**src/rtl/eq_pkg.sv**
```systemverilog
// ---------------------------------------------------------------------------
// eq_pkg
// Shared sizing, types and helpers for the time-multiplexed 8-band equalizer.
// The sizing constants here are the single source of truth for the sequencer
// and its MAC unit.
// ---------------------------------------------------------------------------
package eq_pkg;

    localparam int NUM_BANDS = 8;   // equalizer bands
    localparam int NUM_TAPS  = 15;  // FIR taps per band (symmetric, stored in full)
    localparam int DATA_W    = 16;  // signed sample width
    localparam int COEF_W    = 16;  // signed Q1.15 coefficient width
    localparam int GAIN_W    = 8;   // signed Q4.4 gain width (16 = unity)
    localparam int ACC_W     = 40;  // signed accumulator width
    localparam int ADDR_W    = 7;   // coefficient ROM address width

    localparam int COEF_FRAC = COEF_W - 1;  // fractional bits of Q1.15
    localparam int GAIN_FRAC = 4;           // fractional bits of Q4.4

    // Clocks from the accepting edge to the edge that raises out_valid.
    localparam int LATENCY = 2 + NUM_BANDS * (NUM_TAPS + 2);

    typedef enum logic [2:0] {
        IDLE,
        LOAD,
        MAC,
        GAIN,
        OUT
    } state_e;

    typedef logic signed [DATA_W-1:0] sample_t;
    typedef logic signed [COEF_W-1:0] coef_t;
    typedef logic signed [GAIN_W-1:0] gain_t;
    typedef logic signed [ACC_W-1:0]  acc_t;

    localparam acc_t SAT_MAX = acc_t'((1 << (DATA_W - 1)) - 1);
    localparam acc_t SAT_MIN = acc_t'(-(1 << (DATA_W - 1)));

    // Clamp a wide signed value into the 16-bit sample range.
    function automatic sample_t sat16(input acc_t v);
        sample_t r;
        if (v > SAT_MAX) begin
            r = sample_t'(SAT_MAX);
        end else if (v < SAT_MIN) begin
            r = sample_t'(SAT_MIN);
        end else begin
            r = sample_t'(v);
        end
        return r;
    endfunction

endpackage

```
**src/rtl/eq_mac.sv**
```systemverilog
// ---------------------------------------------------------------------------
// eq_mac
// Shared signed multiply-accumulate unit. One product per enabled cycle is
// sign-extended and added into the accumulator; clr_i wins over en_i.
//
// Ports:
//   clk, rst_n  clock, synchronous active-low reset
//   clr_i       clear accumulator on the next edge
//   en_i        add a_i*b_i on the next edge
//   a_i, b_i    signed operands
//   acc_o       signed accumulator
// ---------------------------------------------------------------------------
module eq_mac
    import eq_pkg::*;
#(
    parameter int A_W   = DATA_W,
    parameter int B_W   = COEF_W,
    parameter int OUT_W = ACC_W
) (
    input  logic                    clk,
    input  logic                    rst_n,
    input  logic                    clr_i,
    input  logic                    en_i,
    input  logic signed [A_W-1:0]   a_i,
    input  logic signed [B_W-1:0]   b_i,
    output logic signed [OUT_W-1:0] acc_o
);

    localparam int P_W = A_W + B_W;

    logic signed [P_W-1:0]   prod;
    logic signed [OUT_W-1:0] prod_ext;
    logic signed [OUT_W-1:0] acc_d;
    logic signed [OUT_W-1:0] acc_q;

    // NOTE: every signal written here gets a default first, so no path leaves
    // a value unassigned and no latch is inferred.
    always_comb begin
        prod     = a_i * b_i;
        prod_ext = {{(OUT_W - P_W){prod[P_W-1]}}, prod};
        acc_d    = acc_q;
        if (clr_i) begin
            acc_d = '0;
        end else if (en_i) begin
            acc_d = acc_q + prod_ext;
        end
    end

    // NOTE: state updates use non-blocking assignments so every register
    // samples the pre-edge values, independent of statement order.
    always_ff @(posedge clk) begin
        if (!rst_n) begin
            acc_q <= '0;
        end else begin
            acc_q <= acc_d;
        end
    end

    assign acc_o = acc_q;

endmodule

```
**src/rtl/eq_band_sequencer.sv**
```systemverilog
// ---------------------------------------------------------------------------
// eq_band_sequencer
// Time-multiplexed controller for the 8-band equalizer. Accepts one sample,
// shifts it into the tap delay line, then walks every band: streams the band's
// coefficients from an external 1-cycle-latency ROM through the shared MAC,
// scales the band result by its gain and adds it to the running total. The
// total is rescaled, saturated to 16 bits and presented with a valid/ready
// handshake.
//
// Ports:
//   clk, rst_n   clock, synchronous active-low reset
//   in_valid     x_in valid
//   in_ready     high only while idle
//   x_in         signed input sample
//   gain_flat    band b gain (Q4.4) in bits [b*GAIN_W +: GAIN_W]
//   coef_rd_en   coefficient ROM read strobe
//   coef_addr    band*NUM_TAPS + tap
//   coef_in      ROM data, valid one cycle after coef_rd_en
//   out_valid    y_out valid
//   out_ready    sink accepts y_out
//   y_out        saturated signed output sample
// ---------------------------------------------------------------------------
module eq_band_sequencer
    import eq_pkg::*;
(
    input  logic                          clk,
    input  logic                          rst_n,
    input  logic                          in_valid,
    output logic                          in_ready,
    input  logic signed [DATA_W-1:0]      x_in,
    input  logic [NUM_BANDS*GAIN_W-1:0]   gain_flat,
    output logic                          coef_rd_en,
    output logic [ADDR_W-1:0]             coef_addr,
    input  logic signed [COEF_W-1:0]      coef_in,
    output logic                          out_valid,
    input  logic                          out_ready,
    output logic signed [DATA_W-1:0]      y_out
);

    localparam int BAND_W = $clog2(NUM_BANDS + 1);
    localparam int TAP_W  = $clog2(NUM_TAPS + 1);

    localparam logic [BAND_W-1:0] LAST_BAND = BAND_W'(NUM_BANDS - 1);
    localparam logic [BAND_W-1:0] BAND_END  = BAND_W'(NUM_BANDS);
    localparam logic [TAP_W-1:0]  LAST_TAP  = TAP_W'(NUM_TAPS);

    // ------------------------------------------------------------------
    // State
    // ------------------------------------------------------------------
    state_e            state_q, state_d;
    logic [BAND_W-1:0] band_q, band_d;
    logic [TAP_W-1:0]  tap_q, tap_d;
    acc_t              total_q, total_d;
    sample_t           y_out_q, y_out_d;
    sample_t           dline_q [NUM_TAPS];   // dline_q[k] = x[n-k]
    gain_t             gain_q  [NUM_BANDS];  // gains frozen for the current sample

    // ------------------------------------------------------------------
    // Datapath signals
    // ------------------------------------------------------------------
    logic    accept;      // input handshake completes on this edge
    logic    snap;        // capture gain_flat on this edge
    logic    mac_clr;
    logic    mac_en;
    sample_t mac_a;
    acc_t    mac_acc;
    gain_t   gain_sel;
    acc_t    gain_ext;
    acc_t    band_term;

    eq_mac #(
        .A_W   (DATA_W),
        .B_W   (COEF_W),
        .OUT_W (ACC_W)
    ) u_mac (
        .clk   (clk),
        .rst_n (rst_n),
        .clr_i (mac_clr),
        .en_i  (mac_en),
        .a_i   (mac_a),
        .b_i   (coef_in),
        .acc_o (mac_acc)
    );

    // Accumulate cycle t pairs coef[t-1] (arriving now from the ROM) with
    // delay-line entry t-1, so the operand lags the tap counter by one.
    always_comb begin
        mac_a = '0;
        for (int k = 0; k < NUM_TAPS; k++) begin
            if (int'(tap_q) == k + 1) begin
                mac_a = dline_q[k];
            end
        end
    end

    // Band contribution: drop the Q1.15 coefficient fraction, then apply the
    // Q4.4 gain. The Q4.4 fraction is removed once, on the final total.
    always_comb begin
        gain_sel = '0;
        for (int b = 0; b < NUM_BANDS; b++) begin
            if (int'(band_q) == b) begin
                gain_sel = gain_q[b];
            end
        end
        gain_ext  = {{(ACC_W - GAIN_W){gain_sel[GAIN_W-1]}}, gain_sel};
        band_term = (mac_acc >>> COEF_FRAC) * gain_ext;
    end

    // ------------------------------------------------------------------
    // Next-state and outputs
    // ------------------------------------------------------------------
    always_comb begin
        state_d    = state_q;
        band_d     = band_q;
        tap_d      = tap_q;
        total_d    = total_q;
        y_out_d    = y_out_q;
        in_ready   = 1'b0;
        out_valid  = 1'b0;
        coef_rd_en = 1'b0;
        coef_addr  = '0;
        mac_clr    = 1'b0;
        mac_en     = 1'b0;
        accept     = 1'b0;
        snap       = 1'b0;

        unique case (state_q)
            IDLE: begin
                in_ready = 1'b1;
                if (in_valid) begin
                    accept  = 1'b1;
                    state_d = LOAD;
                end
            end

            LOAD: begin
                snap    = 1'b1;
                total_d = '0;
                band_d  = '0;
                tap_d   = '0;
                mac_clr = 1'b1;
                state_d = MAC;
            end

            MAC: begin
                if (tap_q < LAST_TAP) begin
                    coef_rd_en = 1'b1;
                    coef_addr  = ADDR_W'(int'(band_q) * NUM_TAPS + int'(tap_q));
                end
                if (tap_q != '0) begin
                    mac_en = 1'b1;
                end
                if (tap_q == LAST_TAP) begin
                    tap_d   = '0;
                    state_d = GAIN;
                end else begin
                    tap_d = tap_q + 1'b1;
                end
            end

            GAIN: begin
                if (band_q != BAND_END) begin
                    total_d = total_q + band_term;
                    mac_clr = 1'b1;
                    band_d  = band_q + 1'b1;
                    // After the last band, one more GAIN pass (band == BAND_END)
                    // saturates the registered total into y_out.
                    state_d = (band_q == LAST_BAND) ? GAIN : MAC;
                end else begin
                    y_out_d = sat16(total_q >>> GAIN_FRAC);
                    state_d = OUT;
                end
            end

            OUT: begin
                out_valid = 1'b1;
                if (out_ready) begin
                    state_d = IDLE;
                end
            end

            default: begin
                state_d = IDLE;
            end
        endcase
    end

    // ------------------------------------------------------------------
    // Registers
    // ------------------------------------------------------------------
    always_ff @(posedge clk) begin
        if (!rst_n) begin
            state_q <= IDLE;
            band_q  <= '0;
            tap_q   <= '0;
            total_q <= '0;
            y_out_q <= '0;
            // NOTE: the delay line and gain snapshot are storage arrays, but
            // they are cleared on reset so an aborted or earlier sample can
            // never leak into the first outputs after reset.
            for (int k = 0; k < NUM_TAPS; k++) begin
                dline_q[k] <= '0;
            end
            for (int b = 0; b < NUM_BANDS; b++) begin
                gain_q[b] <= '0;
            end
        end else begin
            state_q <= state_d;
            band_q  <= band_d;
            tap_q   <= tap_d;
            total_q <= total_d;
            y_out_q <= y_out_d;
            // The sample is taken on its handshake edge, while x_in is valid.
            if (accept) begin
                dline_q[0] <= x_in;
                for (int k = 1; k < NUM_TAPS; k++) begin
                    dline_q[k] <= dline_q[k-1];
                end
            end
            if (snap) begin
                for (int b = 0; b < NUM_BANDS; b++) begin
                    gain_q[b] <= gain_flat[b*GAIN_W +: GAIN_W];
                end
            end
        end
    end

    assign y_out = y_out_q;

endmodule

```
**config.mk**
```make
export PLATFORM = sky130hd
export DESIGN_NAME = eq_band_sequencer
export DESIGN_NICKNAME = d
export VERILOG_FILES = /design/src/rtl/eq_pkg.sv /design/src/rtl/eq_mac.sv /design/src/rtl/eq_band_sequencer.sv
export SDC_FILE = /design/constraint.sdc
export NUM_CORES = 2
export LEC_CHECK = 0
export ABC_AREA = 1
export BUFFER_PORTS_ARGS = -buffer_cell sky130_fd_sc_hd__buf_4
export CORE_MARGIN = 8
export CORE_UTILIZATION = 40
export DETAILED_ROUTE_END_ITERATION = 7
export HOLD_SLACK_MARGIN = 0.1
export PLACE_DENSITY = 0.56
export SLEW_MARGIN = 5
export SYNTH_ARGS = -nofsm -noshare
export SYNTH_HDL_FRONTEND = slang
export SYNTH_SLANG_ARGS = --single-unit
```
**constraint.sdc**
```tcl
create_clock -name clk -period 23.4 [get_ports clk]
set_input_delay 3.51 -clock clk [delete_from_list [all_inputs] [get_ports clk]]
set_output_delay 3.51 -clock clk [all_outputs]
set_load 0.05 [all_outputs]
```
==> impl.org <==
** Timing
- Portion of the clock cycle consumed by the worst path in the final layout :: 0.4123
- Final setup violation count :: 0
- For the final routed database, the setup TNS stands at 0 ps.
- Timing would allow up to 0.1037 GHz.
- After layout, the minimum clock period comes to 9648 ps.
- Max-slew violations :: 0
- The count of endpoints failing hold in the final timing report was 0.
- Measured slew at the worst slew-check pin :: 1219 ps
- Clock skew on the completed layout was measured at 65.91 ps.
- Max-slew headroom :: 0.1786
- Setup repair after global routing left no endpoint under its margin.

** Worst hold path
- In this run the worst hold path is classified as register to register.
- Beginning of the worst hold path :: u_mac.acc_o[0]$_SDFFE_PP0P_
- Hold worst-path end :: u_mac.acc_o[0]$_SDFFE_PP0P_
- Along the worst hold path, the cell count comes to 2.

** Routing
- In the routed design, unresolved DRC markers number 0.
- Average wire per standard cell :: 16.67 um
- Violation count after the first detailed-routing iteration :: 1929
- The first detailed-routing pass took 5 iterations.
- Routed via count :: 29420
- Vias per cell :: 4.844
- The detail route stage leaves a number of antenna-violating nets equal to 0.
- Routed WL :: 101200 um

** Logic synthesis
- Dominant synthesized flop cell :: edfxtp_1
- Synth Cell Area :: 40410 um^2
- Largest area contributor in the synthesized netlist :: fa_1
- Area fraction of the dominant cell type after synthesis :: 0.2759
- The synthesized design contains 411 register bits.
- Post-synthesis instance total :: 4686
- Sequential cell area fraction in the yosys report :: 0.2789
- By area the synthesized netlist is led by fa_1, edfxtp_1, inv_1, ha_1, nand2_1.
- Commonest cells in the synthesized netlist :: inv_1, nand2_1, fa_1, nor2_1, edfxtp_1
- Number of different library cells in the post-synthesis netlist :: 54
- Number of synthesized flops with an enable pin :: 304
- Syn avg cell area :: 8.624 um^2
- The most common cell in the synthesized netlist is inv_1.
- For this run, the number of Yosys warnings is 0.
- Syn Nets :: 5568
- Proportion of synthesized flip-flops having asynchronous set or reset :: 0

** Setup path
- Reg2reg setup slack :: 13750 ps
- Along the worst path, the maximum fanout reaches 18.
- For this design, the slowest cell found on the critical path is fa_1.
- R2r worst-path depth :: 42
- On the worst path, the slowest cell contributes a delay of 620 ps.
- The cell family contributing the most delay on the critical path is adder cells.
- Counting both buffers and inverters, the worst setup path holds a total of 10.
- STA classifies the critical path endpoint as a register.
- Data required time at the worst endpoint :: 23910 ps
- The critical path in this run is classified as register to register.
- Capture instance of the worst register-to-register path :: u_mac.acc_o[35]$_SDFFE_PP0P_
- Element type at the critical path start :: register
- STA puts the critical path data arrival time at 10160 ps.
- The most numerous cell type found on the critical path is nand2_1.
- In this run the critical register-to-register path is launched from tap_q[0]$_SDFFE_PN0P_.

** Clock tree
- No sink is reached through more buffers than the 3 on the longest clock path.
- Worst-Skew Late Latency :: 620 ps
- TritonCTS clock tree :: done
- CTS built an H-tree with a depth of 2.
- Root buffer cell :: clkbuf_16
- Number of clock buffers inserted by TritonCTS :: 48
- Number of gates resized after CTS :: 0
- Clock-pin slew was measured on the worst setup and hold paths at 60 ps.
- For this design, the sink count on the clock tree is 411.
- Hold repair after CTS inserted 0 buffers.
- Buffers added to address setup during post-CTS repair amount to 0.

** Floorplanning
- Die Footprint :: 111500 um^2
- Core Region :: 100100 um^2
- Number of placement rows :: 116
- I/O pin count :: 126
- The initial utilization of the core area, before any placement, comes to 0.4035.
- The floorplan step set the die height to 333.9 um.
- In this run the horizontal extent of the chip is 333.9 um.

** Finish
- At the end of the flow the core is filled with cells to 0.4402.
- Compared with the post-synthesis result, the final layout area differs by 9.090%.
- Proportion of layout cells with a drive suffix above 1 :: 0.06598
- In the final design database the tool counted 5618 nets.
- After filler insertion, the fill cell instance count of the layout stands at 9956.

** Global route
- Number of antenna violations at the first check in global routing :: 1
- Overall fraction of global-route tracks in use :: 0.1838
- Total congestion overflow :: 0
- Entering global routing, the biggest net connects 99 pins.
- Vias in the first global route :: 30720
- The first global-routing pass estimated 166300 um of wire.

** Placement
- After legalization and detailed placement, the total HPWL measured 80730 um.
- The count of buffers added on input and output ports is 125.
- Routability-driven placement finished with a final weighted congestion of 0.9064.

** Pwr
- Of the total power, the share spent switching nets is 0.4024.
- Proportion of power drawn by the clock network :: 0.259
- Peak supply drop :: 0.00005166 V
- The internal portion of the total power is 1.712 mW.
- Cell Pwr Density :: 64.98 nW/um^2
- Summed over all cells, the static leakage comes to 21.77 nW.
- Comb power frac :: 0.422
- Sequential share of power :: 0.319
- Net Sw Power :: 1.153 mW

** Job
- Max-cap viol count :: 0

** Status
- The flow ran to the end, and the final reports show no timing, DRC or antenna violations.
-- state kept, by name, summed over array words and instances, names as in the netlist --
signal       count
tap_q            4
state_q          3
band_q           4
dline_q        240
y_out           16
total_q         40
gain_q          64
u_mac.acc_o     40
-- power by group through the flow --
stage | Combinational (mW) | Sequential [mW] | Clock (mW)
after global routing | 1.39 | 0.923 | 0.789
after floorplan | 0.861 | 0.930 | 0
after global placement | 1.21 | 0.926 | 0
after detailed placement | 1.21 | 0.929 | 0
final | 1.21 | 0.913 | 0.743
after CTS | 1.22 | 0.913 | 0.763
-- worst register-to-register path: cells and delay by family (launching register included) --
family | cells | cell delay (ps)
AND/OR/NAND/NOR | 20 | 2680
buffers and inverters | 10 | 1580
AO/OA/AOI/OAI | 4 | 830
adder cells (fa/ha/maj) | 8 | 4010
flip-flops | 1 | 460
-- layer usage --
| metal | GRT usage | up-vias | wire length (um) |
|---|---|---|---|
| li1 | - | 14470 | - |
| met2 | 0.2990 | 652 | 46100 |
| met1 | 0.2592 | 14160 | 48030 |
| met3 | 0.02388 | 135 | 4390 |
| met4 | 0.04774 | 0 | 2717 |
| met5 | 0 | - | 0 |
-- final cells by class --
type,count,area [um^2],area share
antenna,1,2.502,0.00005676
clock buffer,60,1286,0.02918
clock inverter,28,269.0,0.006102
inverter,1188,4459,0.1012
multi-input combinational,2933,24020,0.5448
sequential,411,11270,0.2557
tap,1298,1624,0.03684
timing repair buffer,154,1156,0.02622
-- layout by cell type (no fill, tap or decap), drive strengths merged, types with 6 or more instances in the layout --
cell type  synthesis  layout
nor2             534     534
a21o              13      13
xor2              21      21
or2               20      20
buf               63     154
a21oi            246     246
nor3               9       9
o21a               8       8
nand3            269     269
nand2            685     685
dfxtp            107     107
a21boi             6       6
o221ai             6       6
ha               225     225
o21ai            178     178
fa               557     557
xnor2             23      23
inv             1183    1185
a31oi             10      10
nand4             18      18
clkbuf            91      60
clkinv             5      24
o211ai            41      41
o22ai             25      25
nor4              12      12
edfxtp           304     304
-- per-stage QoR --
step / hold slack, ps / setup WS [ps] / cell area [um^2] / instances / total power, mW
final: 473.4 / 13750 / 44080 / 6073 / 2.865
after global routing: 491.5 / 12960 / 44080 / 6072 / 3.100
after CTS: 480.0 / 13670 / 44080 / 6072 / 2.901
after detailed placement: 469.3 / 13280 / 42530 / 5984 / 2.139
after global placement: 457.1 / 13410 / 42530 / 5984 / 2.136
after floorplan: 445.3 / 13370 / 40410 / 4686 / 1.790
-- how the worst max path moves through the flow --
stage                          start                            to  slack, ps  cells after the start
3_3_place_gp              coef_in[4]  u_mac.acc_o[39]$_SDFFE_PP0P_      13410                     28
4_1_cts        tap_q[0]$_SDFFE_PN0P_  u_mac.acc_o[35]$_SDFFE_PP0P_      13670                     42
3_5_place_dp              coef_in[4]  u_mac.acc_o[35]$_SDFFE_PP0P_      13280                     28
6_report       tap_q[0]$_SDFFE_PN0P_  u_mac.acc_o[35]$_SDFFE_PP0P_      13750                     42
5_1_grt        tap_q[0]$_SDFFE_PN0P_  u_mac.acc_o[38]$_SDFFE_PP0P_      12960                     42
2_1_floorplan                  rst_n   dline_q[0][0]$_SDFFCE_PN0P_      13370                      4
-- kinds of logic (layout without fill, tap and decap cells) --
group                      after synthesis  count (layout)  share of synthesized area
AOI/OAI and AO/OA                      558             558                    0.07775
xor gates and xnor gates                44              44                   0.009536
adders and majority gates              782             782                     0.3456
buffers and inverters                 1342            1430                     0.1282
DFF                                    411             411                     0.2789
other                                    0               1                          0
and+or+nand+nor                       1549            1549                     0.1600
Note: power is estimated with default switching activity, not from simulation.
